==> src/rtl/mem_arb_pkg.sv <==
// mem_arb_pkg: shared state/grant encodings and serial-width helper for mem_port_arbiter
package mem_arb_pkg;
  typedef enum logic {IDLE = 1'b0, BUSY = 1'b1} state_e;
  typedef enum logic {GNT_IF = 1'b0, GNT_DM = 1'b1} gnt_e;
  localparam int SERIAL_W = 1 + 32 + 32;
  function automatic int serial_w(input int aw, input int dw);
    return 1 + aw + dw;
  endfunction
endpackage

==> src/rtl/mem_arb_perf_cnt.sv <==
// mem_arb_perf_cnt: free-running IF grant, DM grant and stall-cycle counters
module mem_arb_perf_cnt (
  input  logic        CLK,
  input  logic        RESET_N,
  input  logic        if_grant,
  input  logic        dm_grant,
  input  logic        stall,
  output logic [31:0] perf_if_grants,
  output logic [31:0] perf_dm_grants,
  output logic [31:0] perf_stall_cycles
);
  logic [31:0] if_cnt_q, if_cnt_d, dm_cnt_q, dm_cnt_d, stall_cnt_q, stall_cnt_d;
  // bump each counter on its event, wrapping naturally
  always_comb begin
    if_cnt_d = if_cnt_q + {31'd0, if_grant};
    dm_cnt_d = dm_cnt_q + {31'd0, dm_grant};
    stall_cnt_d = stall_cnt_q + {31'd0, stall};
  end
  // counter registers
  always_ff @(posedge CLK or negedge RESET_N) begin
    if (!RESET_N) begin
      if_cnt_q <= '0;
      dm_cnt_q <= '0;
      stall_cnt_q <= '0;
    end else begin
      if_cnt_q <= if_cnt_d;
      dm_cnt_q <= dm_cnt_d;
      stall_cnt_q <= stall_cnt_d;
    end
  end
  assign perf_if_grants = if_cnt_q;
  assign perf_dm_grants = dm_cnt_q;
  assign perf_stall_cycles = stall_cnt_q;
endmodule

==> src/rtl/mem_port_arbiter.sv <==
// mem_port_arbiter: shares one fixed-latency memory between IF and DM ports; MEM_ARB_PERF_CNT_EN adds perf counters
module mem_port_arbiter
  import mem_arb_pkg::*;
#(
  parameter int MEM_LATENCY = 3,
  parameter int MAX_DM_RUN = 4,
  parameter int AW = 32,
  parameter int DW = 32
) (
  input  logic                       CLK,
  input  logic                       RESET_N,
  input  logic                       if_req,
  input  logic [AW-1:0]              if_addr,
  output logic [DW-1:0]              if_rdata,
  output logic                       if_ack,
  input  logic                       dm_req,
  input  logic                       dm_we,
  input  logic [AW-1:0]              dm_addr,
  input  logic [DW-1:0]              dm_wdata,
  output logic [DW-1:0]              dm_rdata,
  output logic                       dm_ack,
  output logic [AW-1:0]              mem_fetch_addr,
  output logic [serial_w(AW,DW)-1:0] mem_edit_serial,
  input  logic [DW-1:0]              mem_rdata,
  output logic                       pipe_stall
`ifdef MEM_ARB_PERF_CNT_EN
  ,
  output logic [31:0]                perf_if_grants,
  output logic [31:0]                perf_dm_grants,
  output logic [31:0]                perf_stall_cycles
`endif
);
  localparam int CW = MEM_LATENCY > 1 ? $clog2(MEM_LATENCY) : 1;
  localparam int RW = MAX_DM_RUN > 0 ? $clog2(MAX_DM_RUN + 1) : 1;
  state_e state_q, state_d;
  gnt_e gnt_q, gnt_d;
  logic [CW-1:0] cnt_q, cnt_d;
  logic [RW-1:0] run_q, run_d;
  logic [AW-1:0] addr_q, addr_d;
  logic [DW-1:0] wdata_q, wdata_d, if_rdata_q, if_rdata_d, dm_rdata_q, dm_rdata_d;
  logic we_q, we_d, if_ack_q, if_ack_d, dm_ack_q, dm_ack_d;
  logic if_elig, dm_elig, dm_wins, grant, last;
  // a requester still holding req during its own ack cycle must not be granted again
  assign if_elig = if_req & ~if_ack_q;
  assign dm_elig = dm_req & ~dm_ack_q;
  assign dm_wins = dm_elig & ~(if_elig & (run_q == RW'(MAX_DM_RUN)));
  assign grant = (state_q == IDLE) & (if_elig | dm_elig);
  assign last = (state_q == BUSY) & (cnt_q == '0);
  // memory sees the latched access only while busy; the write enable fires once, in the final cycle
  assign mem_fetch_addr = state_q == BUSY ? addr_q : '0;
  assign mem_edit_serial = state_q == BUSY ? {we_q & last, addr_q, wdata_q} : '0;
  assign if_ack = if_ack_q;
  assign dm_ack = dm_ack_q;
  assign if_rdata = if_rdata_q;
  assign dm_rdata = dm_rdata_q;
  assign pipe_stall = (if_req & ~if_ack_q) | (dm_req & ~dm_ack_q);
  // next-state: grant from IDLE, count down while BUSY, capture data and ack on the last cycle
  always_comb begin
    state_d = state_q;
    gnt_d = gnt_q;
    cnt_d = cnt_q;
    run_d = run_q;
    addr_d = addr_q;
    we_d = we_q;
    wdata_d = wdata_q;
    if_rdata_d = if_rdata_q;
    dm_rdata_d = dm_rdata_q;
    if_ack_d = 1'b0;
    dm_ack_d = 1'b0;
    if (grant) begin
      state_d = BUSY;
      gnt_d = dm_wins ? GNT_DM : GNT_IF;
      cnt_d = CW'(MEM_LATENCY - 1);
      addr_d = dm_wins ? dm_addr : if_addr;
      we_d = dm_wins & dm_we;
      wdata_d = dm_wins ? dm_wdata : '0;
      run_d = (dm_wins & if_req) ? (run_q == RW'(MAX_DM_RUN) ? run_q : run_q + 1'b1) : '0;
    end
    if (state_q == BUSY) begin
      cnt_d = last ? cnt_q : cnt_q - 1'b1;
      if (last) begin
        state_d = IDLE;
        if_ack_d = gnt_q == GNT_IF;
        dm_ack_d = gnt_q == GNT_DM;
        if_rdata_d = gnt_q == GNT_IF ? mem_rdata : if_rdata_q;
        dm_rdata_d = gnt_q == GNT_DM ? mem_rdata : dm_rdata_q;
      end
    end
  end
  // state registers; async reset aborts any access in flight
  always_ff @(posedge CLK or negedge RESET_N) begin
    if (!RESET_N) begin
      state_q <= IDLE;
      gnt_q <= GNT_IF;
      cnt_q <= '0;
      run_q <= '0;
      addr_q <= '0;
      we_q <= 1'b0;
      wdata_q <= '0;
      if_rdata_q <= '0;
      dm_rdata_q <= '0;
      if_ack_q <= 1'b0;
      dm_ack_q <= 1'b0;
    end else begin
      state_q <= state_d;
      gnt_q <= gnt_d;
      cnt_q <= cnt_d;
      run_q <= run_d;
      addr_q <= addr_d;
      we_q <= we_d;
      wdata_q <= wdata_d;
      if_rdata_q <= if_rdata_d;
      dm_rdata_q <= dm_rdata_d;
      if_ack_q <= if_ack_d;
      dm_ack_q <= dm_ack_d;
    end
  end
`ifdef MEM_ARB_PERF_CNT_EN
  mem_arb_perf_cnt u_perf (
    .CLK(CLK),
    .RESET_N(RESET_N),
    .if_grant(grant & ~dm_wins),
    .dm_grant(grant & dm_wins),
    .stall(pipe_stall),
    .perf_if_grants(perf_if_grants),
    .perf_dm_grants(perf_dm_grants),
    .perf_stall_cycles(perf_stall_cycles)
  );
`endif
endmodule

==> config.mk <==
export PLATFORM = sky130hd
export DESIGN_NAME = mem_port_arbiter
export DESIGN_NICKNAME = d
export VERILOG_FILES = /design/src/rtl/mem_arb_pkg.sv /design/src/rtl/mem_arb_perf_cnt.sv /design/src/rtl/mem_port_arbiter.sv
export SDC_FILE = /design/constraint.sdc
export NUM_CORES = 1
export LEC_CHECK = 0
export ABC_AREA = 0
export CAP_MARGIN = 20
export CELL_PAD_IN_SITES_DETAIL_PLACEMENT = 1
export CELL_PAD_IN_SITES_GLOBAL_PLACEMENT = 1
export CORE_MARGIN = 3
export CORE_UTILIZATION = 35
export DETAILED_ROUTE_END_ITERATION = 16
export MAX_ROUTING_LAYER = met4
export PLACE_DENSITY = 0.85
export RECOVER_POWER = 25
export SLEW_MARGIN = 10
export SYNTH_ARGS = -nofsm -noshare
export SYNTH_HDL_FRONTEND = slang
export SYNTH_SLANG_ARGS = --single-unit
==> constraint.sdc <==
create_clock -name CLK -period 4.4 [get_ports CLK]
set_input_delay 1.32 -clock CLK [delete_from_list [all_inputs] [get_ports CLK]]
set_output_delay 1.32 -clock CLK [all_outputs]
set_load 0.1 [all_outputs]
==> impl_results.rst, run 1 <==
.. list-table::
   :header-rows: 1

   * - Metric
     - Value
   * - Count of unique library cells instantiated by Yosys
     - 35
   * - Register area share after synthesis
     - 0.504
   * - DRC marker count from the first detailed-route iteration
     - 285
   * - Initial Utilization
     - 0.361
   * - Reg2reg start
     - state_q
   * - Highest signal layer in the routed design
     - met4
   * - Worst r2r path cells
     - 2
   * - Highest clock rate
     - roughly 280 MHz
   * - Total routing usage reported by global routing
     - 0.209
   * - Class of the most critical hold timing path
     - flip-flop to flip-flop
   * - Crit path launch type
     - primary input
   * - End of the worst register-to-register path
     - dm_rdata[14]
   * - Quantity of hold-fixing buffers added after cts
     - 0
   * - Highest fanout seen on the critical path
     - 5
   * - DIE AREA
     - 0.0213 mm²
   * - Antenna violations before repair
     - 0
   * - Grt total ovfl
     - 0
   * - Final Hold Viols
     - 0
   * - Violated checks
     - max-capacitance violations, max-slew violations
   * - DIE WIDTH
     - around 150 µm
   * - Area share of the largest cell type after synthesis
     - 0.504
   * - Length of routed met3 wiring
     - 1510 µm
   * - Combined area of the multi-input logic cells
     - 0.00280 mm²
   * - Instance count of the mapped netlist
     - 554
   * - Clock Latency Late Sink
     - 0.42 ns
   * - Number of nets in the synthesized netlist
     - 690
   * - Area contributors post-synth
     - sky130_fd_sc_hd__dfrtp_1 (50%), sky130_fd_sc_hd__mux2_1 (10%), sky130_fd_sc_hd__and2_1 (5.8%), sky130_fd_sc_hd__a221oi_2 (4.4%), sky130_fd_sc_hd__a22o_1 (4.2%)
   * - Cell Chain, Critical Path
     - clkdlybuf4s50_1, nand2b_2, nand2_1, buf_12
   * - Floorplan row count
     - 50
   * - Post-detailed-route DRC marker count
     - 0
   * - Largest family of logic cells by synthesized area
     - compound AO/OA/AOI/OAI gates
   * - Critical setup path kind
     - primary input to primary output
   * - Yosys warns
     - 0
   * - Post-route minimum period
     - 3.61 ns
   * - Wire length on met2
     - 10900 µm
   * - Wire length the detailed router placed on met1
     - 8890 µm
   * - Placed cell count
     - 1038
   * - Crit path launch
     - if_req
   * - Layout area overhead
     - 47.8%
   * - Per-cell via count in the routed design
     - 5.16
   * - Net count of the finished layout
     - 933
   * - Average size of a mapped cell
     - 12.4 µm²
   * - Capture point of the worst path
     - pipe_stall
   * - Leading cell types in the layout, fill and taps excluded
     - sky130_fd_sc_hd__clkdlybuf4s50_1 (196), sky130_fd_sc_hd__dfrtp_1 (137), sky130_fd_sc_hd__buf_4 (109)
   * - Number of vias in the routed layout
     - 5517
   * - Worst endpoint required time
     - 3.08 ns
   * - Post-synth EDFFs
     - 0
   * - Placeable core region
     - between 0.015 and 0.02 mm²
   * - Arrival time at the worst endpoint
     - roughly 2.3 ns
   * - Post-Route Skew
     - 0.00961 ns
   * - Non-filler cells, final
     - 1070
   * - Most frequent standard cell in the layout excluding fill and tap cells
     - sky130_fd_sc_hd__clkdlybuf4s50_1
   * - Half-perimeter wire length after detailed placement
     - 15200 µm
   * - Relative slew margins
     - -0.568
   * - Share of the clock period used by the worst path
     - 0.819
   * - Flops & latches, synth
     - roughly 140
   * - Main synth FF type
     - sky130_fd_sc_hd__dfrtp_1
   * - Number of optimization iterations in the first detailed-route pass
     - 4
   * - Buffer cell driving the clock tree root
     - sky130_fd_sc_hd__clkbuf_16
   * - Routability Congestion
     - 0.853
   * - Io pins
     - 297
   * - CP peak stage delay
     - 0.56 ns
   * - Post-Synthesis Cell Area
     - 0.00685 mm²
   * - Routed len/inst
     - slightly above 20 µm
   * - Setup slack, reg-to-reg
     - between 1.5 and 2 ns
   * - Number of buffers created by CTS
     - 17
   * - Diodes inserted
     - 0
   * - Pin count of the biggest net entering global routing
     - 95
   * - Area fraction in compound gates after synthesis
     - 0.178
   * - Number of inserted filler cells in the final layout
     - 1955
   * - Number of endpoints failing setup at the final stage
     - 0
   * - Buffers added on ports
     - 296
   * - Layout cell share with drive strength beyond 1
     - 0.215
   * - Final total negative setup slack
     - 0 ns
   * - Clock sinks
     - 138
   * - CTS max path bufs
     - 2
   * - Post-Synth XOR/XNOR Area
     - 0
   * - Smallest hold slack
     - 0.493 ns
   * - Antenna violation net count after detailed routing
     - 0
   * - Setup repair after global routing missed its margin
     - false
   * - Post-synthesis adder-cell area fraction
     - 0.00548
   * - Slew of the pin with the lowest slew margin
     - 2.35 ns
   * - First-pass GRT wire length
     - between 30000 and 40000 µm
   * - Max-slew violations
     - 94
   * - CTS tree
     - built
   * - Number of gates given a new drive strength after cts
     - 0
   * - Slowest stage cell, crit path
     - sky130_fd_sc_hd__clkdlybuf4s50_1
   * - Run status
     - finished, violations left
   * - Vias in the first global route
     - between 6000 and 7000
   * - Share of flip-flops with an asynchronous set or reset
     - 1.00
   * - Detailed-route wire length
     - 21800 µm
   * - Worst setup EP type
     - primary output
   * - Clock H-tree levels
     - 4
   * - Simple-Gate Fraction of Synth Area
     - 0.119
   * - Number of max-cap violations
     - 1
   * - Clock-pin slew reported for the worst setup and hold paths after clock tree synthesis
     - 0.06 ns
   * - Share of cell area taken by muxes after synthesis
     - 0.105
   * - Vertical die dimension
     - 146 µm
   * - Post-CTS setup-driven buffer insertion count
     - 0
   * - Library cell with the largest summed area after synthesis
     - sky130_fd_sc_hd__dfrtp_1
   * - Sequential standard cell area
     - 0.00345 mm²
[routing by layer]
metal	vias to the layer above	GRT usage
met5	-	-
met1	2763	0.246
met4	0	0.0717
li1	2481	-
met2	236	0.343
met3	37	0.0635
[worst min-delay path by stage]
stage          cells after the start  slack (ns)            to          from
4_1_cts                            1        0.50  if_rdata[17]  if_rdata[17]
5_1_grt                            1        0.50  dm_rdata[27]  dm_rdata[27]
3_5_place_dp                       1        0.48   dm_rdata[5]   dm_rdata[5]
6_report                           1        0.49   if_rdata[8]   if_rdata[8]
3_3_place_gp                       1        0.47   if_rdata[5]   if_rdata[5]
2_1_floorplan                      1        0.46         gnt_q         gnt_q
[sequential cells by signal, indices dropped and copies added (netlist names)]
signal	flops
addr_q	32
dm_rdata	32
if_rdata	32
wdata_q	32
run_q	3
cnt_q	2
dm_ack	1
gnt_q	1
if_ack	1
state_q	1
we_q	1
[final cells by class]
class                           count  area share
Clock inverter                     13      0.0213
Multi-Input combinational cell    323       0.277
Sequential cell                   138       0.341
Tap cell                          260      0.0322
Clock buffer                       19      0.0438
Inverter                            8     0.00297
Timing Repair Buffer              309       0.281
[worst max-delay path: cells and delay by family]
family | cells | cell delay (ns)
buf+inv | 2 | 0.74
simple gates | 2 | 0.22
[stage by stage]
stage                     setup slack [ns]  utilization  instance area (µm²)
after floorplan                      0.699            -                 6850
after global placement               0.802        0.499                 9470
after detailed placement             0.794        0.499                 9470
after CTS                            0.790        0.534                10100
after global routing                 0.685        0.534                10100
final                                0.795        0.534                10100
[cells in the mapped netlist (all sizes together) (4+ instances only)]
cell and n:
dfrtp 138, buf 73, and2 64, mux2 64, o21ai 35, and3b 34
a221oi 33, a22o 33, a2bb2oi 33, clkbuf 12, inv 8, nand2 4
nand2b 4
[kinds of logic (layout without fill, tap and decap cells)]
kind of cell | after synthesis | count (layout)
simple gates | 116 | 116
flops | 138 | 138
fa+ha+maj | 3 | 3
compound gates | 140 | 140
buf+inv | 93 | 349
mux | 64 | 64
Power of run 1 is left out: the tool's default activity adds up to more than one toggle a clock period on the data nets, which glitch-free logic cannot reach.
==> run 2: changes to the inputs <==
--- a/config.mk
+++ b/config.mk
@@ -10,10 +10,10 @@
 export CELL_PAD_IN_SITES_DETAIL_PLACEMENT = 1
 export CELL_PAD_IN_SITES_GLOBAL_PLACEMENT = 1
 export CORE_MARGIN = 3
-export CORE_UTILIZATION = 35
+export CORE_UTILIZATION = 29
 export DETAILED_ROUTE_END_ITERATION = 16
 export MAX_ROUTING_LAYER = met4
-export PLACE_DENSITY = 0.85
+export PLACE_DENSITY = 0.75
 export RECOVER_POWER = 25
 export SLEW_MARGIN = 10
 export SYNTH_ARGS = -nofsm -noshare
==> constraint.sdc (replaced) <==
create_clock -name CLK -period 2.89 [get_ports CLK]
set_input_delay 0.867 -clock CLK [delete_from_list [all_inputs] [get_ports CLK]]
set_output_delay 0.867 -clock CLK [all_outputs]
set_load 0.1 [all_outputs]
==> impl_results.rst, run 2 (same netlist as run 1, synthesis figures left out) <==
.. list-table::
   :header-rows: 1

   * - Metric
     - Value
   * - Io pins
     - slightly below 300
   * - CTS max path bufs
     - 2
   * - Smallest hold slack
     - 0.490 ns
   * - Number of inserted filler cells in the final layout
     - roughly 2400
   * - DIE AREA
     - 0.0255 mm²
   * - Worst endpoint required time
     - 2.02 ns
   * - Clock-pin slew reported for the worst setup and hold paths after clock tree synthesis
     - 0.06 ns
   * - Cell depth of the worst setup path
     - 4
   * - Net count of the finished layout
     - 937
   * - Buffer cell driving the clock tree root
     - sky130_fd_sc_hd__clkbuf_16
   * - Worst setup EP type
     - primary output
   * - Buffers added on ports
     - 296
   * - Most frequent standard cell in the layout excluding fill and tap cells
     - sky130_fd_sc_hd__dfrtp_1
   * - Highest fanout seen on the critical path
     - 5
   * - Non-filler cells, final
     - 1127
   * - CTS tree
     - built
   * - Quantity of hold-fixing buffers added after cts
     - 0
   * - Post-Route Skew
     - 0.0151 ns
   * - Max-slew violations
     - 68
   * - Highest clock rate
     - roughly 360 MHz
   * - Number of max-cap violations
     - 1
   * - Relative slew margins
     - -0.219
   * - Number of buffers created by CTS
     - 17
   * - Number of endpoints failing setup at the final stage
     - 0
   * - Clock sinks
     - 138
   * - Vertical die dimension
     - roughly 160 µm
   * - Slew of the pin with the lowest slew margin
     - 1.83 ns
   * - Reg2reg start
     - state_q
   * - Capture point of the worst path
     - pipe_stall
   * - End of the worst register-to-register path
     - dm_rdata[17]
   * - Worst setup slack before clock tree synthesis
     - ~0.082 ns
   * - Leading cell types in the layout, fill and taps excluded
     - sky130_fd_sc_hd__dfrtp_1 (136), sky130_fd_sc_hd__clkdlybuf4s50_1 (131), sky130_fd_sc_hd__buf_4 (106)
   * - Combined buffer and inverter count along the critical path
     - 2
   * - DIE WIDTH
     - ~160 µm
   * - DRC marker count from the first detailed-route iteration
     - 227
   * - Number of optimization iterations in the first detailed-route pass
     - 4
   * - Pin count of the biggest net entering global routing
     - 69
   * - Initial Utilization
     - 0.299
   * - Setup slack, reg-to-reg
     - 0.58 ns
   * - Diodes inserted
     - 0
   * - Cell Chain, Critical Path
     - clkdlybuf4s50_1, nand2b_2, nand2_1, buf_12
   * - Grt total ovfl
     - 0
   * - Total routing usage reported by global routing
     - 0.183
   * - Vias in the first global route
     - 6181
   * - Final worst-path setup slack
     - 0.0870 ns
   * - Detailed-route wire length
     - approximately 22000 µm
   * - Worst r2r path cells
     - 2
   * - Layout area overhead
     - 59.4%
   * - Antenna violations before repair
     - 0
   * - Final Hold Viols
     - 0
   * - Routability Congestion
     - ~0.75
   * - Floorplan row count
     - 55
   * - Post-route minimum period
     - around 2.8 ns
   * - First-pass GRT wire length
     - 35900 µm
   * - Slowest stage cell, crit path
     - sky130_fd_sc_hd__clkdlybuf4s50_1
   * - Sequential standard cell area
     - roughly 0.0035 mm²
   * - Critical setup path kind
     - primary input to primary output
   * - Violated checks
     - max-capacitance violations, max-slew violations
   * - Per-cell via count in the routed design
     - 4.87
   * - Routed len/inst
     - 19.9 µm
   * - Arrival time at the worst endpoint
     - 1.94 ns
   * - Half-perimeter wire length after detailed placement
     - 16000 µm
   * - Layout cell share with drive strength beyond 1
     - 0.339
   * - Number of vias in the routed layout
     - 5486
   * - Share of the clock period used by the worst path
     - 0.970
   * - Setup repair after global routing missed its margin
     - false
   * - Antenna violation net count after detailed routing
     - 0
   * - Combined area of the multi-input logic cells
     - 0.00284 mm²
   * - Placeable core region
     - 0.0229 mm²
   * - Final total negative setup slack
     - 0 ns
   * - Run status
     - finished, violations left
   * - Worst path top cell family by delay
     - buffers and inverters
   * - Post-detailed-route DRC marker count
     - 0
   * - Post-CTS setup-driven buffer insertion count
     - 0
   * - Number of gates given a new drive strength after cts
     - 0
   * - Placed cell count
     - 1095
   * - Clock H-tree levels
     - 4
   * - Clock Latency Late Sink
     - 0.43 ns
   * - Class of the most critical hold timing path
     - flip-flop to flip-flop
   * - Crit path launch
     - if_req
   * - CP peak stage delay
     - 0.55 ns
   * - Crit path launch type
     - primary input
[run 2: cell count changes in the layout (fill, tap and decap cells not counted), moves of 2 or more]
cell | previous run | this run
sky130_fd_sc_hd__and2_1 | 64 | 32
sky130_fd_sc_hd__and2_2 | 0 | 32
sky130_fd_sc_hd__buf_12 | 3 | 73
sky130_fd_sc_hd__buf_4 | 109 | 106
sky130_fd_sc_hd__bufinv_16 | 5 | 2
sky130_fd_sc_hd__clkdlybuf4s50_1 | 196 | 131
sky130_fd_sc_hd__clkinv_4 | 4 | 2
sky130_fd_sc_hd__clkinvlp_4 | 1 | 3
sky130_fd_sc_hd__inv_6 | 2 | 5
[run 2: final cells by class]
class / count / share of cell area
clock buffers: 19 / 0.0415
clock inverters: 13 / 0.0142
inverters: 8 / 0.00275
multi-input cells: 323 / 0.261
flip-flops and latches: 138 / 0.317
well taps: 313 / 0.0359
repair buffers: 313 / 0.328
[run 2: per-stage QoR]
step / util / area [µm²]
floorplan: - / 6890
global placement: 0.450 / 10300
detailed placement: 0.450 / 10300
CTS: 0.477 / 10900
global route: 0.476 / 10900
finish: 0.476 / 10900
[run 2: layer usage]
metal  share of wire  up-vias  GRT usage
met2            0.50      206      0.307
met1            0.42     2779      0.212
met3           0.075       17     0.0607
li1                -     2484          -
met5               0        -          -
met4           0.012        0     0.0466
[run 2: worst min-delay path by stage]
stage | startpoint | end | cells after the start
detailed placement | if_rdata[1] | if_rdata[1] | 1
global route | if_rdata[18] | if_rdata[18] | 1
CTS | RESET_N | if_rdata[4] | 1
floorplan | gnt_q | gnt_q | 1
global placement | if_rdata[1] | if_rdata[1] | 1
finish | if_rdata[1] | if_rdata[1] | 1
Power of run 2 is left out for the same reason.
==> RTL change: new RTL, config.mk and constraints of run 2 <==
`DW`: 32 -> 16.
--- a/src/rtl/mem_port_arbiter.sv
+++ b/src/rtl/mem_port_arbiter.sv
@@ -7,3 +7,3 @@
   parameter int AW = 32,
-  parameter int DW = 32
+  parameter int DW = 16
 ) (
Ports: changed (5 resized); port bits go from 297 to 217. No check against the original RTL was run, so the function may have changed too.
==> RTL change against run 2 <==
- synthesized area decreased by 27%
- first-iteration DRC count decreased by 19%
- wire length decreased by 25%
- setup slack improved by 0.11 ns
- count of clock-buffer cells in the layout decreased by 8
- cell area decreased by 25%
- sequential cell count decreased by 48
Power is left out: the tool's default activity adds up to more than one toggle a clock period on the data nets, which glitch-free logic cannot reach.
==> RTL change: results (changes against run 2) <==
[outcome] status finished, final reports clean
[min_path] Worst Min Path Start if_rdata[9]
[finish] number of filler cells placed in the layout 1,722 [-28%]
[yosys] dominant cells by area after synthesis sky130_fd_sc_hd__dfrtp_1, sky130_fd_sc_hd__a221oi_2, sky130_fd_sc_hd__and2_1, sky130_fd_sc_hd__and3b_1, sky130_fd_sc_hd__a2bb2oi_1
[worst_setup_path] master of the slowest instance on the critical path sky130_fd_sc_hd__clkdlybuf4s50_1
[finish] Non-Filler Instances 824 [-27%]
[global_routing] Global Route Usage Sum 0.1837 [+0.0005961]
[yosys] commonest cells in the synthesized netlist sky130_fd_sc_hd__dfrtp_1, sky130_fd_sc_hd__and2_1, sky130_fd_sc_hd__buf_4
[global_routing] via count of the first global-routing pass 4,706 [-24%]
[cts] Max Buffers Root-to-Sink 2 [unchanged]
[cts] H-Tree Depth 3 [-1]
[yosys] post-synthesis compound-gate area fraction 0.2166 [+0.03864]
[placement] RePlAce Congestion 0.7520 [+0.74%]
[placement] placed cell areas 0.007865 mm² [-24%]
[finish] Final nets 703 [-25%]
[cts] clock latency on the worst-skew pair 0.34 ns [-0.09 ns]
[finish] fraction of final layout cells with drive strength greater than 1 0.3659 [+0.02683]
[worst_setup_path] capturing point of the worst reg2reg path if_rdata[8]
[cts] number of buffers added by the clock tree synthesis step 9 [-8]
[routing] vias per inst 5.102 [+4.8%]
[worst_setup_path] Worst R2R Path Depth 3 [+1]
[yosys] multiplexer share of the synthesized area 0.07238 [-0.03288]
[global_routing] maximum number of pins on one net before global-route repair 71 [+2.9%]
[worst_setup_path] Slowest Stage Delay on Critical Path 0.55 ns [about the same]
[placement] cell total after placement 807 [-26%]
[yosys] Avg Inst Size Synth 11.52 µm² [-6.7%]
[yosys] sequential share of the synthesized area 0.4524 [-0.05201]
[timing] Worst Max-Slew Pin Slew 1.244 ns [-0.5857 ns]
[placement] setup slack at placement 0.1918 ns [+0.1095 ns]
[routing] violation count after the first detailed-route iteration 184 [-19%]
[placement] DP Wirelength 11.97 mm [-25%]
[cts] root buffer cell sky130_fd_sc_hd__clkbuf_16
[worst_setup_path] Crit path arrival time 1.83 ns [-0.11 ns]
[timing] Min Hold Slack 0.4915 ns [+0.001877 ns]
[yosys] share of async-settable or async-resettable flops after synthesis 1.000 [unchanged]
[yosys] adder-cell area share of the yosys netlist 0.007540 [+0.002057]
[worst_setup_path] reg2reg setup slack 0.84 ns [+0.26 ns]
[min_path] worst hold endpoint if_rdata[9]
[global_routing] global-route wire length before repair 26.35 mm [-27%]
[yosys] synthesized netlist net count 536 [-22%]
[placement] Port-buffer cells 216 [-27%]
[timing] Fin Clk Skew 0.004538 ns [-0.01054 ns]
[routing] final WL 16.71 mm [-25%]
## RTL change: changes by cell type after synthesis, moves of 2 or more
| cell | run 2 | this run |
|---|---|---|
| sky130_fd_sc_hd__a22o_1 | 33 | 17 |
| sky130_fd_sc_hd__and2_1 | 64 | 48 |
| sky130_fd_sc_hd__buf_2 | 27 | 17 |
| sky130_fd_sc_hd__buf_4 | 34 | 36 |
| sky130_fd_sc_hd__buf_6 | 9 | 5 |
| sky130_fd_sc_hd__dfrtp_1 | 138 | 90 |
| sky130_fd_sc_hd__mux2_1 | 61 | 18 |
| sky130_fd_sc_hd__mux2_2 | 3 | 14 |
| sky130_fd_sc_hd__o21ai_0 | 30 | 28 |
| sky130_fd_sc_hd__o21ai_1 | 5 | 7 |
## RTL change: what timing repair did
item,CTS,global route
buffers inserted,1,0
resized for setup,0,0
endpoints found under the setup margin,3,0
## RTL change: per-layer routing
layer	track usage	routed length [µm]	share of wire
met1	0.2338	7045	0.42
met2	0.2924	8116	0.49
met3	0.04816	1349	0.081
met4	0.04656	197	0.012
met5	-	0	0
## RTL change: cell type report
type | count | area [µm²] | area share
repair buffers | 231 | 3075 | 0.3757
inverters | 8 | 30.03 | 0.003669
clock inverters | 5 | 62.56 | 0.007643
multi-input cells | 259 | 2251 | 0.2750
clock buffers | 11 | 232.7 | 0.02843
well taps | 220 | 275.3 | 0.03363
flip-flops and latches | 90 | 2258 | 0.2759
## RTL change: worst max path at each step
| stage | slack, ns | from | cells after the start | end |
|---|---|---|---|---|
| after floorplan | 0.1 | if_req | 4 | pipe_stall |
| after global routing | 0.14 | if_req | 4 | pipe_stall |
| after CTS | 0.18 | if_req | 4 | pipe_stall |
| after global placement | 0.20 | if_req | 4 | pipe_stall |
| after detailed placement | 0.19 | if_req | 4 | pipe_stall |
| final | 0.20 | if_req | 4 | pipe_stall |
